--- src/rtl/cpu_run_ctrl_pkg.sv ---
// Shared definitions for the CPU run-control block: run-state encoding and
// the default debounce interval for a board-speed system clock.
package run_ctrl_pkg;

    typedef enum logic [1:0] {
        PAUSE = 2'd0,
        RUN   = 2'd1,
        STEP  = 2'd2,
        HALT  = 2'd3
    } run_state_t;

    localparam int DEB_CYCLES_DEFAULT = 1_000_000;
    localparam int DEB_W_DEFAULT      = 20;

endpackage

--- src/rtl/cpu_run_ctrl_debounce.sv ---
// Two-flop synchronizer plus stability-counter debouncer for one raw board
// input; provides the clean level and a one-cycle pulse on its rising edge.
module debounce #(
    parameter int DEB_CYCLES = 4,
    parameter int DEB_W      = 3
) (
    input  logic clk,
    input  logic rst_n,
    input  logic raw,
    output logic level,
    output logic rise
);

    logic             sync_a;
    logic             sync_b;
    logic [DEB_W-1:0] cnt;
    logic             settled;

    // The mismatch on the current edge is the DEB_CYCLES-th in a row.
    assign settled = (cnt == DEB_W'(DEB_CYCLES - 1));

    always_ff @(posedge clk or negedge rst_n) begin
        if (!rst_n) begin
            sync_a <= 1'b0;
            sync_b <= 1'b0;
            cnt    <= '0;
            level  <= 1'b0;
            rise   <= 1'b0;
        end else begin
            sync_a <= raw;
            sync_b <= sync_a;
            rise   <= 1'b0;
            if (sync_b != level) begin
                if (settled) begin
                    level <= sync_b;
                    rise  <= sync_b;
                    cnt   <= '0;
                end else begin
                    cnt <= cnt + 1'b1;
                end
            end else begin
                cnt <= '0;
            end
        end
    end

endmodule

--- src/rtl/cpu_run_ctrl.sv ---
// Run control for the MIPS core: turns the divider tick, run switch and step
// button into a one-cycle CPU enable, tracks run state and counts steps.
module cpu_run_ctrl
    import run_ctrl_pkg::*;
#(
    parameter int DEB_CYCLES = DEB_CYCLES_DEFAULT,
    parameter int DEB_W      = DEB_W_DEFAULT,
    parameter int CNT_W      = 32
) (
    input  logic             clk,
    input  logic             rst_n,
    input  logic             tick,
    input  logic             sw_run,
    input  logic             btn_step,
    input  logic             halt_req,
    output logic             cpu_en,
    output logic [1:0]       state,
    output logic [CNT_W-1:0] inst_cnt
);

    logic       run_lvl;
    logic       run_rise;
    logic       step_lvl;
    logic       step_rise;
    logic       tick_q;
    logic       tick_rise;
    logic       en_ok;
    run_state_t state_q;
    run_state_t state_n;

    debounce #(
        .DEB_CYCLES (DEB_CYCLES),
        .DEB_W      (DEB_W)
    ) u_deb_run (
        .clk   (clk),
        .rst_n (rst_n),
        .raw   (sw_run),
        .level (run_lvl),
        .rise  (run_rise)
    );

    debounce #(
        .DEB_CYCLES (DEB_CYCLES),
        .DEB_W      (DEB_W)
    ) u_deb_step (
        .clk   (clk),
        .rst_n (rst_n),
        .raw   (btn_step),
        .level (step_lvl),
        .rise  (step_rise)
    );

    assign tick_rise = tick & ~tick_q;

    // Halt takes priority everywhere; a step press outside PAUSE is dropped.
    always_comb begin
        state_n = state_q;
        if (halt_req) begin
            state_n = HALT;
        end else begin
            unique case (state_q)
                PAUSE: begin
                    if (run_lvl)        state_n = RUN;
                    else if (step_rise) state_n = STEP;
                end
                RUN: begin
                    if (!run_lvl) state_n = PAUSE;
                end
                STEP: begin
                    if (tick_rise)    state_n = PAUSE;
                    else if (run_lvl) state_n = RUN;
                end
                HALT: state_n = HALT;
                default: state_n = PAUSE;
            endcase
        end
    end

    // A tick that lands together with halt_req must not advance the core.
    assign en_ok = tick_rise & ~halt_req & ((state_q == RUN) || (state_q == STEP));

    always_ff @(posedge clk or negedge rst_n) begin
        if (!rst_n) begin
            tick_q   <= 1'b0;
            state_q  <= PAUSE;
            cpu_en   <= 1'b0;
            inst_cnt <= '0;
        end else begin
            tick_q  <= tick;
            state_q <= state_n;
            cpu_en  <= en_ok;
            if (cpu_en) begin
                inst_cnt <= inst_cnt + CNT_W'(1);
            end
        end
    end

    assign state = state_q;

endmodule

--- config.mk ---
export PLATFORM = sky130hd
export DESIGN_NAME = cpu_run_ctrl
export DESIGN_NICKNAME = d
export VERILOG_FILES = /design/src/rtl/cpu_run_ctrl_pkg.sv /design/src/rtl/cpu_run_ctrl_debounce.sv /design/src/rtl/cpu_run_ctrl.sv
export SDC_FILE = /design/constraint.sdc
export NUM_CORES = 1
export LEC_CHECK = 0
export BUFFER_PORTS_ARGS = -buffer_cell sky130_fd_sc_hd__buf_2
export CAP_MARGIN = 5
export CORE_MARGIN = 2
export CORE_UTILIZATION = 42
export CTS_CLUSTER_DIAMETER = 60
export DETAILED_ROUTE_END_ITERATION = 8
export GPL_TIMING_DRIVEN = 0
export PLACE_DENSITY = 0.6
export SYNTH_ARGS = -nofsm -noshare
export SYNTH_HDL_FRONTEND = slang
export SYNTH_HIERARCHICAL = 1
export SYNTH_SLANG_ARGS = --single-unit
--- constraint.sdc ---
create_clock -name clk -period 2.93 [get_ports clk]
set_input_delay 0 -clock clk [delete_from_list [all_inputs] [get_ports clk]]
set_output_delay 0 -clock clk [all_outputs]
set_load 0.005 [all_outputs]
==> results.cfg <==
[status]
status = complete, no violations

[die]
die_x_um = 103
die-area_um2 = 10600
io_pins = 41
core.rowCount = 36
die_h_um = 103
core_area_um2 = 9640
start_util_pct = 42.7

[global_route]
grt_max_degree = 44
grt_pass1_vias = 2748
grt_usage_pct = 15.3
overflow = 0
grt_pass1_wl_um = 12800
antenna_found_initial = 0

[detailed_routing]
viasPerCell = 5.06
vias = 2836
drt_first_pass_iters = 4
route.detailed.drc = 0
final_antenna_net_count = 0
wl_per_cell_um = 13.7
drt_wl_total_um = 7680
first_iter_violations = 117

[clocking]
cts_hold_buf = 5
clk_latency_ns = 0.35
cts_tree = built
cts_root_buf = clkbuf_8
cts_resized = 0
h-tree-depth = 3
clockBufferDepth = 2
cts_made_buffers = 9
cts_sinks = 83
clkTransAtPathRegs_ns = 0.08
cts_setup_buffers = 0

[setup_path]
cp-end-kind = flip-flop
worst-r2r-cell-count = 5
crit_chain = nor4_2 > nand4_2 > o41ai_4 > buf_4 > nor2_1
max_stage_delay_ns = 0.61
critPathRequiredTime_ns = 3.17
path_max_fanout = 10
reg2reg_from = u_deb_step/cnt[11]
regToRegSetupSlack_ns = 0.93
critPathLaunchType = flip-flop
slowest_stage = o41ai_4
arrival_ns = 2.24
critical_path_class = reg2reg
r2r_end = u_deb_step/cnt[12]

[sta]
hold_viol_final = 0
final.min_clock_period_ns = 2.00
rsz0062_at_grt = false
report.final.slew_viol_count = 0
hold_slack_ns = 0.172
relSlewSlack_pct = 58.6
setup_viol = 0
period_share_pct = 68.3
max_freq_ghz = 0.500
finClkSkew_ns = 0.00672
setup_tns_ns = 0
worst_pin_slew_ns = 0.619

[power]
powerDensity_nw_per_um2 = 501
leakage_nw = 2.23
p_total_mw = 2.40
irDropWorstVdd_v = 0.000285

[logic_synthesis]
post_synth_instance_area_um2 = 4120
syn_nets = 379
synthesis.instances = 365
syn_area_per_cell_um2 = 11.3
yosys_warnings = 6

[place]
dp_hpwl_um = 5260
place_congestion = 0.765
port_buffers = 40

[finish]
drive_gt1_share_pct = 22.5
antenna_cells = 0
layout.nets = 436
areaGrowthSynthToFinish_pct = 16.2

[job]
max_cap_violations = 0

[worst_hold_path]
hp-class = in2async
[worst max-delay path, delay by kind of cell (launching register included)]
| family | cells | cell delay (ns) |
|---|---|---|
| AO/OA/AOI/OAI | 1 | 0.61 |
| AND/OR/NAND/NOR | 3 | 0.56 |
| buffers and inverters | 1 | 0.29 |
| flip-flops | 1 | 0.43 |
[report_power, final]
part / internal, mW / switching (mW)
combinational: 0.107 / 0.126
sequential: 1.19 / 0.0457
clock: 0.526 / 0.405
[per-stage QoR]
step	utilization, %	instance area, µm²	std cells	worst slack, ns
after floorplan	-	4120	365	1.13
after global placement	46.5	4490	538	0.932
after detailed placement	46.8	4510	539	0.935
after CTS	49.6	4790	560	0.914
after global routing	49.6	4790	560	0.756
final	49.6	4790	560	0.929
[cell usage in the layout, fill, tap and decap left out, types with 3 or more instances in the layout]
master / instances
or4_1: 6
nand2_1: 23
xnor2_1: 24
nand4_1: 8
ha_1: 8
and3_1: 8
nor2_1: 40
dlygate4sd3_1: 5
buf_2: 39
clkbuf_8: 11
dfrtp_1: 83
nand2b_1: 3
nand4_2: 4
nand3_2: 4
nor4_2: 7
a21oi_1: 12
or4_4: 3
mux2i_1: 4
o31ai_1: 6
xor2_1: 35
buf_4: 3
nand3_1: 20
inv_1: 11
and4_1: 8
nor3_1: 5
nor3_2: 8
nor4_1: 4
clkbuf_1: 3
[worst max-delay path by stage]
stage / from / end / slack [ns]
after floorplan: inst_cnt[7] / inst_cnt[21] / 1.13
after global placement: u_deb_run/cnt[11] / u_deb_run/cnt[13] / 0.93
after detailed placement: u_deb_run/cnt[11] / u_deb_run/cnt[13] / 0.94
after CTS: u_deb_step/cnt[11] / u_deb_step/cnt[12] / 0.91
after global routing: u_deb_step/cnt[11] / u_deb_step/cnt[9] / 0.76
final: u_deb_step/cnt[11] / u_deb_step/cnt[12] / 0.93
[flip-flops by register name, summed over array words and instances (netlist names), 2 cells and up]
register	cells
u_deb_run/cnt	20
inst_cnt	32
u_deb_step/cnt	20
state	2
[cell type report]
class / instances / area (µm²)
fill: 890 / 4850
clock buffer: 12 / 155
multi-input combinational: 265 / 1950
timing repair buffer: 46 / 273
clock inverter: 4 / 72.6
buffer: 6 / 48.8
tap: 133 / 166
inverter: 11 / 41.3
sequential: 83 / 2080
[layer usage]
layer | vias to the layer above | GRT usage (%) | wire [µm]
li1 | 1411 | - | -
met1 | 1389 | 21.7 | 3960
met2 | 32 | 22.7 | 3410
met3 | 4 | 4.95 | 260
met4 | 0 | 4.25 | 50
met5 | - | 0 | 0
Power figures use the tool's default switching activity.
